$ cat src/rtl/mac_pkg.sv
// Shared definitions for the pipelined multiply-accumulate engine:
// mode encodings and the saturation clamp values.
package mac_pkg;

  typedef enum logic [1:0] {
    MODE_MULADD = 2'b00,
    MODE_LOAD   = 2'b01,
    MODE_ACC    = 2'b10,
    MODE_CLEAR  = 2'b11
  } mac_mode_t;

  // Limits are returned 64 bits wide; callers keep the low ACC_WIDTH bits.
  typedef struct packed {
    logic [63:0] hi;
    logic [63:0] lo;
  } sat_limits_t;

  function automatic sat_limits_t sat_limits(input int width, input bit is_signed);
    sat_limits_t lim;
    logic [63:0] ones;
    ones = '1;
    if (is_signed) begin
      lim.hi = ones >> (65 - width);
      lim.lo = 64'd1 << (width - 1);
    end else begin
      lim.hi = ones >> (64 - width);
      lim.lo = '0;
    end
    return lim;
  endfunction

endpackage

$ cat src/rtl/mac_sat_add.sv
// Combinational ACC_WIDTH adder with overflow detect; clamps or wraps the
// result depending on SATURATE. Operands are already ACC_WIDTH wide.
module mac_sat_add
  import mac_pkg::*;
#(
  parameter int ACC_WIDTH = 20,
  parameter int SIGNED    = 0,
  parameter int SATURATE  = 1
) (
  input  logic [ACC_WIDTH-1:0] x,
  input  logic [ACC_WIDTH-1:0] y,
  output logic [ACC_WIDTH-1:0] sum,
  output logic                 overflow
);

  localparam sat_limits_t LIM = sat_limits(ACC_WIDTH, SIGNED != 0);

  logic [ACC_WIDTH:0] x_ext;
  logic [ACC_WIDTH:0] y_ext;
  logic [ACC_WIDTH:0] full;

  // One guard bit holds the true sum of two ACC_WIDTH operands exactly.
  assign x_ext = {(SIGNED != 0) & x[ACC_WIDTH-1], x};
  assign y_ext = {(SIGNED != 0) & y[ACC_WIDTH-1], y};
  assign full  = x_ext + y_ext;

  generate
    if (SIGNED != 0) begin : g_signed_ovf
      assign overflow = full[ACC_WIDTH] ^ full[ACC_WIDTH-1];
    end else begin : g_unsigned_ovf
      assign overflow = full[ACC_WIDTH];
    end
  endgenerate

  always_comb begin
    sum = full[ACC_WIDTH-1:0];
    if ((SATURATE != 0) && overflow) begin
      // A negative true sum (guard bit set) only occurs for signed operands.
      if ((SIGNED != 0) && full[ACC_WIDTH])
        sum = LIM.lo[ACC_WIDTH-1:0];
      else
        sum = LIM.hi[ACC_WIDTH-1:0];
    end
  end

endmodule

$ cat src/rtl/mac_accum_pipe.sv
// Three-stage multiply-accumulate pipeline: S1 operand capture, S2 product,
// S3 add/accumulate with optional saturation and a sticky overflow flag.
module mac_accum_pipe
  import mac_pkg::*;
#(
  parameter int DATA_WIDTH  = 8,
  parameter int ACC_WIDTH   = 20,
  parameter int SIGNED      = 0,
  parameter int SATURATE    = 1,
  parameter int COUNT_WIDTH = 8
) (
  input  logic                   clk,
  input  logic                   reset,
  input  logic                   in_valid,
  input  logic [1:0]             mode,
  input  logic [DATA_WIDTH-1:0]  a,
  input  logic [DATA_WIDTH-1:0]  b,
  input  logic [ACC_WIDTH-1:0]   c,
  output logic                   out_valid,
  output logic [ACC_WIDTH-1:0]   out,
  output logic                   overflow,
  output logic [COUNT_WIDTH-1:0] acc_count
);

  localparam int PW = 2 * DATA_WIDTH;

  generate
    if (ACC_WIDTH < PW + 1) begin : g_acc_width_check
      $error("mac_accum_pipe: ACC_WIDTH must be at least 2*DATA_WIDTH+1");
    end
    if (DATA_WIDTH < 2 || DATA_WIDTH > 18) begin : g_data_width_check
      $error("mac_accum_pipe: DATA_WIDTH must be in 2..18");
    end
  endgenerate

  logic                   s1_valid_reg;
  mac_mode_t              s1_mode_reg;
  logic [DATA_WIDTH-1:0]  s1_a_reg;
  logic [DATA_WIDTH-1:0]  s1_b_reg;
  logic [ACC_WIDTH-1:0]   s1_c_reg;

  logic                   s2_valid_reg;
  mac_mode_t              s2_mode_reg;
  logic [PW-1:0]          s2_p_reg;
  logic [ACC_WIDTH-1:0]   s2_c_reg;

  logic                   out_valid_reg;
  logic [ACC_WIDTH-1:0]   out_reg, out_next;
  logic [ACC_WIDTH-1:0]   acc_reg, acc_next;
  logic                   ovf_reg, ovf_next;
  logic [COUNT_WIDTH-1:0] cnt_reg, cnt_next;

  logic [PW-1:0]          a_ext, b_ext, prod;
  logic [ACC_WIDTH-1:0]   p_ext, add_x, add_sum;
  logic                   add_ovf;

  // The low PW bits of a PW x PW product of extended operands are the exact
  // signed (or unsigned) product, so one multiplier serves both modes.
  assign a_ext = {{DATA_WIDTH{(SIGNED != 0) & s1_a_reg[DATA_WIDTH-1]}}, s1_a_reg};
  assign b_ext = {{DATA_WIDTH{(SIGNED != 0) & s1_b_reg[DATA_WIDTH-1]}}, s1_b_reg};
  assign prod  = a_ext * b_ext;

  assign p_ext = {{(ACC_WIDTH - PW){(SIGNED != 0) & s2_p_reg[PW-1]}}, s2_p_reg};
  assign add_x = (s2_mode_reg == MODE_ACC) ? acc_reg : s2_c_reg;

  mac_sat_add #(
    .ACC_WIDTH (ACC_WIDTH),
    .SIGNED    (SIGNED),
    .SATURATE  (SATURATE)
  ) u_sat_add (
    .x        (add_x),
    .y        (p_ext),
    .sum      (add_sum),
    .overflow (add_ovf)
  );

  always_comb begin
    acc_next = acc_reg;
    out_next = out_reg;
    ovf_next = ovf_reg;
    cnt_next = cnt_reg;
    if (s2_valid_reg) begin
      case (s2_mode_reg)
        MODE_MULADD: begin
          out_next = add_sum;
          ovf_next = ovf_reg | add_ovf;
        end
        MODE_LOAD: begin
          acc_next = add_sum;
          out_next = add_sum;
          ovf_next = add_ovf;
          cnt_next = COUNT_WIDTH'(1);
        end
        MODE_ACC: begin
          acc_next = add_sum;
          out_next = add_sum;
          ovf_next = ovf_reg | add_ovf;
          if (cnt_reg != '1)
            cnt_next = cnt_reg + COUNT_WIDTH'(1);
        end
        MODE_CLEAR: begin
          acc_next = '0;
          out_next = '0;
          ovf_next = 1'b0;
          cnt_next = '0;
        end
        default: ;
      endcase
    end
  end

  always_ff @(posedge clk) begin
    if (reset) begin
      s1_valid_reg  <= 1'b0;
      s1_mode_reg   <= MODE_MULADD;
      s1_a_reg      <= '0;
      s1_b_reg      <= '0;
      s1_c_reg      <= '0;
      s2_valid_reg  <= 1'b0;
      s2_mode_reg   <= MODE_MULADD;
      s2_p_reg      <= '0;
      s2_c_reg      <= '0;
      out_valid_reg <= 1'b0;
      out_reg       <= '0;
      acc_reg       <= '0;
      ovf_reg       <= 1'b0;
      cnt_reg       <= '0;
    end else begin
      s1_valid_reg  <= in_valid;
      s1_mode_reg   <= mac_mode_t'(mode);
      s1_a_reg      <= a;
      s1_b_reg      <= b;
      s1_c_reg      <= c;
      s2_valid_reg  <= s1_valid_reg;
      s2_mode_reg   <= s1_mode_reg;
      s2_p_reg      <= prod;
      s2_c_reg      <= s1_c_reg;
      out_valid_reg <= s2_valid_reg;
      out_reg       <= out_next;
      acc_reg       <= acc_next;
      ovf_reg       <= ovf_next;
      cnt_reg       <= cnt_next;
    end
  end

  assign out_valid = out_valid_reg;
  assign out       = out_reg;
  assign overflow  = ovf_reg;
  assign acc_count = cnt_reg;

endmodule

$ cat config.mk
export PLATFORM = sky130hd
export DESIGN_NAME = mac_accum_pipe
export DESIGN_NICKNAME = d
export VERILOG_FILES = /design/src/rtl/mac_pkg.sv /design/src/rtl/mac_sat_add.sv /design/src/rtl/mac_accum_pipe.sv
export SDC_FILE = /design/constraint.sdc
export NUM_CORES = 1
export LEC_CHECK = 0
export BUFFER_PORTS_ARGS = -buffer_cell sky130_fd_sc_hd__buf_2
export CORE_MARGIN = 3
export CORE_UTILIZATION = 30
export DETAILED_ROUTE_END_ITERATION = 7
export GPL_TIMING_DRIVEN = 0
export SYNTH_ARGS = -nofsm -noshare
export SYNTH_HDL_FRONTEND = slang
export SYNTH_SLANG_ARGS = --single-unit
$ cat constraint.sdc
create_clock -name clk -period 4.7 [get_ports clk]
set_input_delay 0.705 -clock clk [delete_from_list [all_inputs] [get_ports clk]]
set_output_delay 0.705 -clock clk [all_outputs]
set_load 0.005 [all_outputs]
==> run_results.csv <==
group,metric,value,unit
outcome,run_status,"finished, violations left",
outcome,violations,"design-rule violations",
power_and_ir_drop,leakage,3.880,nW
cts,root_buffer,"sky130_fd_sc_hd__clkbuf_16",
setup_path,crit_path_top_delay_cell,"sky130_fd_sc_hd__fa_1",
global_route,grt_antenna_before_repair,0,
routing,detail-route-antenna-nets,0,
setup_path,worstPathMaxFanout,8,
logic_synthesis,postSynthRegisterBits,128,
logic_synthesis,mappedNetlistArea,7461,um^2
cts,clkLatencyLatePin,0.42,ns
cts,cts_buffers,17,
logic_synthesis,synthDominantAreaCellType,"sky130_fd_sc_hd__dfxtp_1",
routing,number_of_design_rule_violations_left_by_the_first_detailed_router_iteration,333,
flow_run,cap_viol_max_count,0,
floorplan,design.portCount,71,
logic_synthesis,synth_sequential_area_ratio,0.3435,
floorplan,area_of_the_placeable_core,24390,um^2
final_layout,final_net_count,1023,
global_route,groute.usage.overall,0.1389,
setup_path,required,5.00,ns
timing,min_period_over_period,0.9331,
timing,fin_tns_setup,0,ns
final_layout,share_of_cells_above_drive_strength_1,0.1814,
routing,via_count,5754,
final_layout,multi_input_comb_area,4544,um^2
floorplan,floorplan.die_area,26800,um^2
setup_path,cp_top_family,"adder cells",
setup_path,critical_path_class,"reg2reg",
logic_synthesis,synth_ff_type,"sky130_fd_sc_hd__dfxtp_1",
setup_path,timing.critical_path.to_type,"flop",
setup_path,critical_path.cell_chain,"and2_1 > fa_1 > inv_1 > fa_1 > inv_1 > fa_1 > inv_1 > fa_1 > inv_1 > ha_1 > o21a_1 > a21oi_2 > a21oi_2 > a311oi_1 > mux2_2",
setup_path,arrival,4.68,ns
setup_path,cp_num_buf_inv,4,
floorplan,placement_rows,57,
final_layout,filler_cell_count,2578,
setup_path,worstSetupStartpointType,"flop",
logic_synthesis,number_of_warnings_reported_in_the_yosys_synthesis_log,0,
timing,clock.fmax,0.2280,GHz
global_route,gr-total-overflow,0,
routing,remaining_drc_errors,5,
routing,number_of_detailed_route_iterations_in_the_first_pass,8,
power_and_ir_drop,totalPowerFinal,2.847,mW
logic_synthesis,synth.lib_cells_used.distinct,58,
final_layout,postLayoutCoreUtil,0.3608,
routing,drt_wl_total,17820,um
final_layout,num_antenna_cells,0,
routing,route.detailed.vias_per_inst,4.686,
cts,post-cts-setup-buffers,0,
final_layout,ff_latch_area,2566,um^2
logic_synthesis,count_leader_synth,"sky130_fd_sc_hd__dfxtp_1",
timing,fin_crit,4.386,ns
cts,clock_tree.htree_level_count,4,
global_route,global_route_wire_length_before_repair,29360,um
cts,clock_tree_from_tritoncts,"built",
logic_synthesis,post_synth_most_frequent_cells,"sky130_fd_sc_hd__dfxtp_1, sky130_fd_sc_hd__nor2b_1, sky130_fd_sc_hd__nor2_1",
cts,cts.sinks,128,
global_route,first_global_vias,5629,
final_layout,syn_to_final_growth,17.96,%
logic_synthesis,synth-edff-count,0,
logic_synthesis,synthTopCellsByArea,"sky130_fd_sc_hd__dfxtp_1, sky130_fd_sc_hd__fa_1, sky130_fd_sc_hd__ha_1, sky130_fd_sc_hd__nor2b_1, sky130_fd_sc_hd__mux2_2",
setup_path,timing.critical_path.slowest_cell_delay,0.53,ns
floorplan,die_ht,163.7,um
timing,number_of_setup_violations_in_the_final_report,0,
cts,longest_clk_path_bufs,2,
timing,rsz0062_at_grt,"no",
hold_path,hold_class,"reg2reg",
timing,slew-limit-headroom,0.5026,
timing,clock_skew,0.01375,ns
global_route,grt_start_max_net_pins,17,
logic_synthesis,async_reset_ff_frac,0,
floorplan,start_util,0.3059,
power_and_ir_drop,vdd_ir_drop_max,0.0001894,V
place,finalWeightedCongestion,0.8922,
cts,cts.hold.buffers_added,0,
place,place.port_buffers,70,
logic_synthesis,netlist_instances,804,
routing,routed_wire_length_per_instance,14.51,um
timing,timing.final.max_slew_violations,0,
floorplan,chipWidth,163.7,um
logic_synthesis,mappedNetlistNets,935,
timing,tightestPinTransition,0.7461,ns
logic_synthesis,avgSynthCellArea,9.280,um^2
power_and_ir_drop,power.density,323.5,nW/um^2
place,hpwlAfterDp,13780,um
logic_synthesis,synth.top_cell.area_share,0.3435,
cts,cts.clk_slew.worst_paths,0.06,ns
timing,timing.final.hold_violations,0,
==> metrics by stage <==
step	worst slack, ns	area (um^2)	hold slack (ns)	cells
after floorplan	0.5001	7461	0.4138	804
after global placement	0.1676	8217	0.4240	1198
after detailed placement	0.2091	8217	0.4235	1198
after CTS	0.1868	8793	0.4298	1229
after global routing	0.05519	8801	0.4492	1228
final	0.3143	8801	0.4265	1228
==> layer usage <==
layer,GRT usage,share of wire
met1,0.1899,0.50
met2,0.2238,0.45
met3,0.03203,0.041
met4,0.03153,0.0094
met5,0,0
==> placed cells by master (no fill, tap or decap), drive strengths merged, types with 5 or more instances in the layout <==
cell    Yosys  routed
nor2b      76      76
inv        59      61
nand4       6       6
and2       45      45
a21o       13      13
mux2       25      25
xor2        8       8
nand2      56      56
a31oi       7       7
nand3      11      11
o211ai      5       5
mux2i       7       7
clkbuf     28      46
nor3        8       8
nor2       75      75
o21ai      20      20
dfxtp     128     128
ha         53      53
a211oi     44      44
buf         6      75
clkinv      0       6
a21oi      36      36
xnor2       7       7
fa         37      37
==> worst paths after layout <==
kind / startpoint / end / slack (ns) / cells after the start
worst max-delay path: s1_a_reg[3]$_SDFF_PP0_ / s2_p_reg[14]$_SDFF_PP0_ / 0.31 / 15
worst min-delay path: s1_mode_reg[0]$_SDFF_PP0_ / s2_mode_reg[0]$_SDFF_PP0_ / 0.43 / 1
worst max register to register: s1_a_reg[3]$_SDFF_PP0_ / s2_p_reg[14]$_SDFF_PP0_ / 0.31 / 15
worst min register to register: s1_mode_reg[0]$_SDFF_PP0_ / s2_mode_reg[0]$_SDFF_PP0_ / 0.43 / 1
==> logic make-up after synthesis <==
| group | synth area share |
|---|---|
| AO/OA/AOI/OAI | 0.1514 |
| flip-flops | 0.3435 |
| XOR/XNOR | 0.01761 |
| adder cells (fa/ha/maj) | 0.1882 |
| AND/OR/NAND/NOR | 0.2038 |
| multiplexers | 0.04712 |
| buffers and inverters | 0.04846 |
==> area by class of cell <==
cell class | count | area share
flip-flops and latches | 128 | 0.2916
plain buffers | 33 | 0.01550
multi-input cells | 583 | 0.5163
clock inverters | 13 | 0.01564
well taps | 324 | 0.04606
inverters | 59 | 0.02516
repair buffers | 70 | 0.03981
clock buffers | 18 | 0.04990
==> worst register-to-register path, delay by kind of cell (launching register included) <==
family | cells | cell delay, ns
fa+ha+maj | 5 | 2.35
compound gates | 4 | 0.72
flops | 1 | 0.41
mux | 1 | 0.37
simple gates | 1 | 0.22
buf+inv | 4 | 0.19
==> where the power goes <==
group | switching [mW] | internal [mW] | total (mW)
Combinational | 0.216 | 0.161 | 0.377
Sequential | 0.0370 | 1.14 | 1.17
Clock | 0.506 | 0.791 | 1.30
Total | 0.758 | 2.09 | 2.85
==> timing repair <==
item,CTS,global route
hold endpoints to repair,0,0
gates resized for setup,0,5
setup endpoints to repair,0,9
Power figures use the tool's default switching activity.
